File: src/rtl/mem_arb.sv
// Round-robin arbiter sharing a single-ported memory among NREQ requesters.
// Tenure is held while req stays high; unlocked owners are preempted after MAX_HOLD cycles.
module mem_arb #(
    parameter int unsigned NREQ     = 3,
    parameter int unsigned ADDR_W   = 5,
    parameter int unsigned DATA_W   = 8,
    parameter int unsigned MAX_HOLD = 16
) (
    input  logic                     clk,
    input  logic                     rst,
    input  logic [NREQ-1:0]          req,
    input  logic [NREQ-1:0]          lock,
    input  logic [NREQ*ADDR_W-1:0]   rq_rd_addr,
    input  logic [NREQ-1:0]          rq_wr_en,
    input  logic [NREQ*ADDR_W-1:0]   rq_wr_addr,
    input  logic [NREQ*DATA_W-1:0]   rq_wr_data,
    output logic [NREQ-1:0]          gnt,
    output logic [DATA_W-1:0]        rd_data,
    output logic [ADDR_W-1:0]        mem_rd_addr,
    input  logic [DATA_W-1:0]        mem_rd_data,
    output logic                     mem_wr_en,
    output logic [ADDR_W-1:0]        mem_wr_addr,
    output logic [DATA_W-1:0]        mem_wr_data,
    output logic                     viol
);

    localparam int unsigned PW = $clog2(NREQ);
    localparam int unsigned CW = $clog2(MAX_HOLD + 1);

    typedef enum logic {IDLE, OWNED} state_t;

    state_t          state, state_n;
    logic [NREQ-1:0] gnt_n;
    logic [CW-1:0]   cnt, cnt_n;
    logic [PW-1:0]   ptr, ptr_n;
    logic            owner_req, owner_lock, others, new_gnt;

    // Rotate candidates so 'start' is bit 0, isolate the lowest set bit, rotate back.
    function automatic logic [NREQ-1:0] rr_pick(input logic [NREQ-1:0] cand,
                                                 input logic [PW-1:0]   start);
        logic [2*NREQ-1:0] dbl;
        logic [NREQ-1:0]   rot;
        logic [NREQ-1:0]   oh;
        dbl = {cand, cand} >> start;
        rot = dbl[NREQ-1:0];
        oh  = rot & (~rot + NREQ'(1));
        dbl = {oh, oh} << start;
        return dbl[2*NREQ-1:NREQ];
    endfunction

    always_ff @(posedge clk or negedge rst) begin
        if (!rst) begin
            state <= IDLE;
            gnt   <= '0;
            cnt   <= '0;
            ptr   <= '0;
            viol  <= 1'b0;
        end else begin
            state <= state_n;
            gnt   <= gnt_n;
            cnt   <= cnt_n;
            ptr   <= ptr_n;
            viol  <= |(rq_wr_en & ~gnt);
        end
    end

    always_comb begin
        owner_req  = |(req & gnt);
        owner_lock = |(lock & gnt);
        others     = |(req & ~gnt);
        state_n    = state;
        gnt_n      = gnt;
        cnt_n      = cnt;
        ptr_n      = ptr;
        new_gnt    = 1'b0;

        unique case (state)
            IDLE: begin
                if (|req) begin
                    gnt_n   = rr_pick(req, ptr);
                    cnt_n   = CW'(1);
                    state_n = OWNED;
                    new_gnt = 1'b1;
                end
            end
            OWNED: begin
                // ptr already sits at owner+1, so excluding the owner makes it lowest priority
                if (!owner_req || (cnt == CW'(MAX_HOLD) && !owner_lock && others)) begin
                    gnt_n = rr_pick(req & ~gnt, ptr);
                    if (gnt_n == '0) begin
                        state_n = IDLE;
                        cnt_n   = '0;
                    end else begin
                        cnt_n   = CW'(1);
                        new_gnt = 1'b1;
                    end
                end else if (cnt != CW'(MAX_HOLD)) begin
                    cnt_n = cnt + CW'(1);
                end
            end
        endcase

        if (new_gnt) begin
            for (int unsigned i = 0; i < NREQ; i++) begin
                if (gnt_n[i]) ptr_n = (i == NREQ - 1) ? '0 : PW'(i + 1);
            end
        end
    end

    always_comb begin
        mem_rd_addr = '0;
        mem_wr_en   = 1'b0;
        mem_wr_addr = '0;
        mem_wr_data = '0;
        for (int unsigned i = 0; i < NREQ; i++) begin
            if (gnt[i]) begin
                mem_rd_addr = rq_rd_addr[i*ADDR_W +: ADDR_W];
                mem_wr_en   = rq_wr_en[i];
                mem_wr_addr = rq_wr_addr[i*ADDR_W +: ADDR_W];
                mem_wr_data = rq_wr_data[i*DATA_W +: DATA_W];
            end
        end
    end

    assign rd_data = mem_rd_data;

endmodule

File: config.mk
export PLATFORM = sky130hd
export DESIGN_NAME = mem_arb
export DESIGN_NICKNAME = d
export VERILOG_FILES = /design/src/rtl/mem_arb.sv
export SDC_FILE = /design/constraint.sdc
export NUM_CORES = 1
export LEC_CHECK = 0
export BUFFER_PORTS_ARGS = -buffer_cell sky130_fd_sc_hd__buf_2
export CORE_MARGIN = 2
export CORE_UTILIZATION = 35
export CTS_CLUSTER_SIZE = 25
export DETAILED_ROUTE_END_ITERATION = 7
export PLACE_DENSITY = 0.84
export SYNTH_ARGS = -nofsm -noshare
export SYNTH_HDL_FRONTEND = slang
export SYNTH_SLANG_ARGS = --single-unit
File: constraint.sdc
create_clock -name clk -period 1.7 [get_ports clk]
set_clock_uncertainty 0.05 [all_clocks]
set_input_delay 0.34 -clock clk [delete_from_list [all_inputs] [get_ports clk]]
set_output_delay 0.34 -clock clk [all_outputs]
set_load 0.03 [all_outputs]
==> results.cfg, run 1 <==
[run_status]
status = complete, but fails checks
violations = negative setup slack

[synth]
synth_cell_types = 43
synth_nets = 248
synthTopCellsByArea = dfrtp_1 (24%), a22oi_1 (11%), o21ai_0 (11%)
synth_largest_area_cell = dfrtp_1
async_reset_ff_share_pct = 100
ys.flop_type = dfrtp_1
synth.cell_area_um2 = 1250
synthCells = 173
yosysTopAreaCellShare_pct = 24.0
yosysSeqAreaShare_pct = 24.0
synth_warnings = 0
syn_avg_cell_area_um2 = 7.24
synth_edf_count = 0
ys_ff_latch = 12

[place]
dp_hpwl_um = 3320
place_ws_ps = -126
place_inst = 309
placed_area_um2 = 1910
io_buffers = 87
gp_congestion = 0.904

[finish]
final_common_cell = buf_2
n_antenna_cell = 0
areaGrowthSynthToFinish_pct = 77.4
nets = 353
final_cell_count_no_fill = 323
post-route-util_pct = 65.6
fillCellCount = 278
stdcell_area_um2 = 2220
final_cell_mix = buf_2 (68), buf_4 (28), nand2_1 (25)
final_layout_size_suffix_gt1_share_pct = 56.3

[timing]
worst_slack_ps = -157
period_minus_slack_ps = 1860
finalCritPeriodShare_pct = 109
finalMaxSlewViolations = 0
worst_pin_slew_ps = 420
relSlewSlack_pct = 71.2
setup-violations-final = 28
hold_violations = 0
max_freq_ghz = 0.538
rsz0062_at_grt = yes

[hold_path]
min_from = rq_wr_en[0]
hold_class = in -> reg

[routing]
drt_first_pass_iters = 5
postRouteAntennaNets = 0
drc_errors = 0
routed_via_density = 5.60
routedWlPerCell_um = 15.0
route.vias.total = 1809
drtIter0Drc = 77
wl_um = 4840

[clock_network]
cts.sinks = 12
clk_pin_slew_ps = 70
cts_inserted_buffers = 3
root_buffer = clkbuf_4
worstSkewPairLatency_ps = 280
tritoncts = done
htree_num_levels = 1
clock_path_buffers = 2

[critical_path]
critPathCaptureType = output pin
arrival_ps = 1470
r2r_slack_ps = -150
critical_path_class = reg -> out
r2r_start = gnt[0]
worstPathMaxFanout = 10
worstSetupStartpoint = gnt[0]
crit_required_ps = 1310
crit_path_start_kind = register

[die]
die_x_um = 63.8
start_util_pct = 37.0
core_area_um2 = 3390
io_pins = 104
die_y_um = 63.8
fp-row-count = 21
die-area_um2 = 4070

[grt]
antenna_found_initial = 0
groute.usage.overall_pct = 23.0
grt_overflow = 0
grt_pass1_wl_um = 7530
grt_pass1_vias = 1675
grt_max_degree = 23

[pwr]
power_density_nw_per_um2 = 1830
ir_worst_vdd_v = 0.000883
power.leakage_nw = 1.06
finalPower_mw = 4.07

[run]
timing.max_cap.violations = 0
-- flip-flops by register name, summed over array words and instances, names as in the netlist --
| name | cells |
|---|---|
| cnt | 5 |
| gnt | 3 |
| viol | 1 |
| ptr | 2 |
| state | 1 |
-- critical path, stage by stage (launching register included) --
cell and delay, ps:
dfrtp_2 380, inv_1 80, nor2_4 180, buf_12 150, a22oi_1 80, o21ai_2 170, buf_6 150
-- synth_stat cells (4+ instances only) --
| master | instances |
|---|---|
| o21ai_0 | 27 |
| a22oi_1 | 19 |
| nor2b_1 | 6 |
| nor2_1 | 6 |
| inv_1 | 8 |
| nand3_1 | 4 |
| a21oi_1 | 5 |
| a211oi_1 | 4 |
| clkbuf_1 | 11 |
| dfrtp_1 | 12 |
| buf_4 | 8 |
| nand2_1 | 25 |
-- worst paths after layout --
kind | end | cells past startpoint
worst max-delay path | mem_wr_addr[4] | 6
min in group asynchronous | state | 2
worst max register to register | ptr[1] | 6
max in group asynchronous | gnt[1] | 2
worst min-delay path | viol | 3
worst min register to register | cnt[4] | 2
-- routing by layer --
metal | share of wire, % | routed length, um | global-route usage, % | vias to the layer above
met4 | 0.76 | 37 | 4.62 | 0
met3 | 6.1 | 295 | 5.11 | 4
li1 | - | - | - | 865
met5 | 0 | 0 | 0 | -
met1 | 39 | 1870 | 27.0 | 861
met2 | 54 | 2630 | 42.4 | 79
-- through the flow --
step | setup TNS [ps] | hold slack (ps)
after floorplan | -3220 | -5.59
after global placement | -39.1 | 190
after detailed placement | -455 | 190
after CTS | -1960 | 244
after global routing | -5730 | 234
final | -3000 | 245
-- cells by family (layout without fill, tap and decap cells) --
family                   after synthesis  after routing  share of synthesized area [%]
AO/OA/AOI/OAI                         76             76                           40.7
XOR/XNOR                               1              1                          0.699
adder cells (fa/ha/maj)                2              2                           2.00
buffers and inverters                 29            133                           11.8
flip-flops                            12             12                           24.0
AND/OR/NAND/NOR                       53             53                           20.9
-- what timing repair did --
item | 4_1_cts | 5_1_grt
buffers inserted | 8 | 0
pin swaps | 4 | 0
endpoints found under the setup margin | 25 | 30
hold buffers | 1 | 0
resized for setup | 44 | 6
endpoints found under the hold margin | 12 | 0
gates cloned | 0 | 1
-- cell type report --
class                      instances  area [um2]  share of cell area, %
sequential                        12         304                   13.7
multi-input combinational        132         932                   41.9
inverter                           8        30.0                   1.35
tap                               46        57.6                   2.59
timing repair buffer             121         862                   38.8
clock buffer                       4        36.3                   1.63
-- power breakdown --
part | switching (mW) | internal (mW) | leakage, nW
Sequential | 0.107 | 0.383 | 0.146
Combinational | 1.87 | 1.49 | 0.891
Clock | 0.101 | 0.130 | 0.0210
No activity file was read; power rests on OpenSTA's default activity.
==> run 2: changes to the inputs <==
- REMOVE_ABC_BUFFERS: not set -> 1
==> run 2 against run 1 <==
Against the previous run: sequential cell count did not move; count of clock-buffer cells in the layout fell by 1; fmax rose by 1.3%; power fell by 7.2%; register-to-register slack improved by 40 ps; routed wire length rose by 2.2%; sequential share of layout area rose by 0.26 points; first-iteration DRC count rose by 39%; critical path depth fell by 1; the run still ends with negative setup slack left; via count fell by 3.0%; design area fell by 1.9%; worst hold slack improved by 12 ps.
==> results.cfg, run 2 (synthesis gave the netlist of run 1 again) <==
[run_status]
status = complete, but fails checks
violations = negative setup slack

[die]
die-area_um2 = 4070
core_area_um2 = 3390
die_x_um = 63.8
die_y_um = 63.8
start_util_pct = 37.0
fp-row-count = 21
io_pins = 104

[hold_path]
hold_class = in -> reg
min_from = rq_wr_en[0]

[critical_path]
crit_required_ps = 1310
crit_path_start_kind = register
critPathTopFamily = flip-flops
critPathCaptureType = output pin
worstSetupStartpoint = gnt[1]
arrival_ps = 1440
cpPeakStageDelay_ps = 480
worstPathMaxFanout = 13
cp.buffers_inverters = 2
cpMaxStageDelayCell = dfrtp_2
r2r_start = gnt[0]
crit_chain = nor2_4 -> buf_8 -> a22oi_1 -> o21ai_1 -> buf_4
critical_path_class = reg -> out

[grt]
grt_pass1_vias = 1705
antenna_found_initial = 0
grt_pass1_wl_um = 7670
grt_max_degree = 41
grt_overflow = 0
groute.usage.overall_pct = 23.8

[place]
io_buffers = 87
gp_congestion = 0.953
dp_hpwl_um = 3560
place_ws_ps = -109

[run]
timing.max_cap.violations = 0

[routing]
drtIter0Drc = 107
routedWlPerCell_um = 15.2
routed_via_density = 5.38
postRouteAntennaNets = 0
drt_first_pass_iters = 4
route.vias.total = 1755
wl_um = 4950
drc_errors = 0

[clock_network]
clock_path_buffers = 2
root_buffer = clkbuf_4
htree_num_levels = 1
worstSkewPairLatency_ps = 280
cts_inserted_buffers = 3
clk_pin_slew_ps = 60
tritoncts = done
cts.sinks = 12

[timing]
worst_pin_slew_ps = 449
hold_violations = 0
worst_slack_ps = -133
rsz0062_at_grt = yes
period_minus_slack_ps = 1830
relSlewSlack_pct = 70.0
whs_ps = 257
finalCritPeriodShare_pct = 108
max_freq_ghz = 0.546
setup-violations-final = 25
finalMaxSlewViolations = 0

[finish]
final_layout_size_suffix_gt1_share_pct = 54.6
regMostFlops = cnt
nets = 357
largest_reg_flops = 5
areaGrowthSynthToFinish_pct = 74.1
n_antenna_cell = 0
final_common_cell = buf_2
fillCellCount = 285
final_cell_mix = buf_2 (68), buf_4 (48), nand2_1 (25)
reg.largest.list = cnt x5, gnt x3, ptr x2

[pwr]
ir_worst_vdd_v = 0.000821
power.leakage_nw = 1.05
power_density_nw_per_um2 = 1730
[run 2: cell types whose count changed in the layout (fill, tap and decap cells not counted), sizes merged]
cell and delta:
clkbuf -2, buf +5
[run 2: cell type report]
class | count | area [um2] | area share, %
multi-input cells | 132 | 955 | 43.8
repair buffers | 125 | 812 | 37.2
inverters | 8 | 30.0 | 1.38
well taps | 46 | 57.6 | 2.64
flip-flops and latches | 12 | 304 | 13.9
clock buffers | 3 | 22.5 | 1.03
[run 2: where the power goes]
group	leakage, nW	switching [mW]	internal (mW)
clock	0.0138	0.0925	0.0822
sequential	0.146	0.119	0.383
combinational	0.893	1.78	1.32
total	1.05	2.00	1.79
[run 2: per-layer routing]
| layer | wire [um] | global-route usage [%] |
|---|---|---|
| met1 | 2090 | 30.4 |
| met2 | 2510 | 39.5 |
| met3 | 266 | 3.70 |
| met4 | 79 | 10.3 |
| met5 | 0 | 0 |
[run 2: final timing paths]
kind                            cells past startpoint  slack [ps]              to
worst min-delay path                                3         260            viol
min in group asynchronous                           2         420          cnt[1]
worst max register to register                      6        -110          ptr[1]
max in group asynchronous                           2         930          gnt[1]
worst max-delay path                                5        -130  mem_wr_addr[3]
worst min register to register                      2         510          cnt[4]
[run 2: through the flow]
step / std cells / TNS (ps) / power, mW / instance area [um2] / utilization [%]
3_5_place_dp: 316 / -341 / 2.93 / 1860 / 54.9
2_1_floorplan: 152 / -24880 / 2.01 / 1130 / -
6_report: 326 / -2300 / 3.78 / 2180 / 64.3
4_1_cts: 323 / -2780 / 3.40 / 2000 / 58.9
3_3_place_gp: 316 / -154 / 2.90 / 1860 / 54.9
5_1_grt: 326 / -4700 / 4.06 / 2180 / 64.3
[run 2: repair_timing]
| item | 4_1_cts | 5_1_grt |
|---|---|---|
| buffers inserted | 3 | 3 |
| endpoints found under the hold margin | 12 | 0 |
| cloned | 0 | 0 |
| resized for setup | 33 | 53 |
| endpoints found under the setup margin | 26 | 30 |
| pin swaps | 3 | 9 |
| hold buffers | 1 | 0 |
[run 2: worst reg2reg max path: stages, from the launching register on]
cell and delay (ps):
dfrtp_2 410, buf_6 130, a222oi_1 350, buf_4 230, a211oi_2 50, o21ai_1 130, or3b_1 350
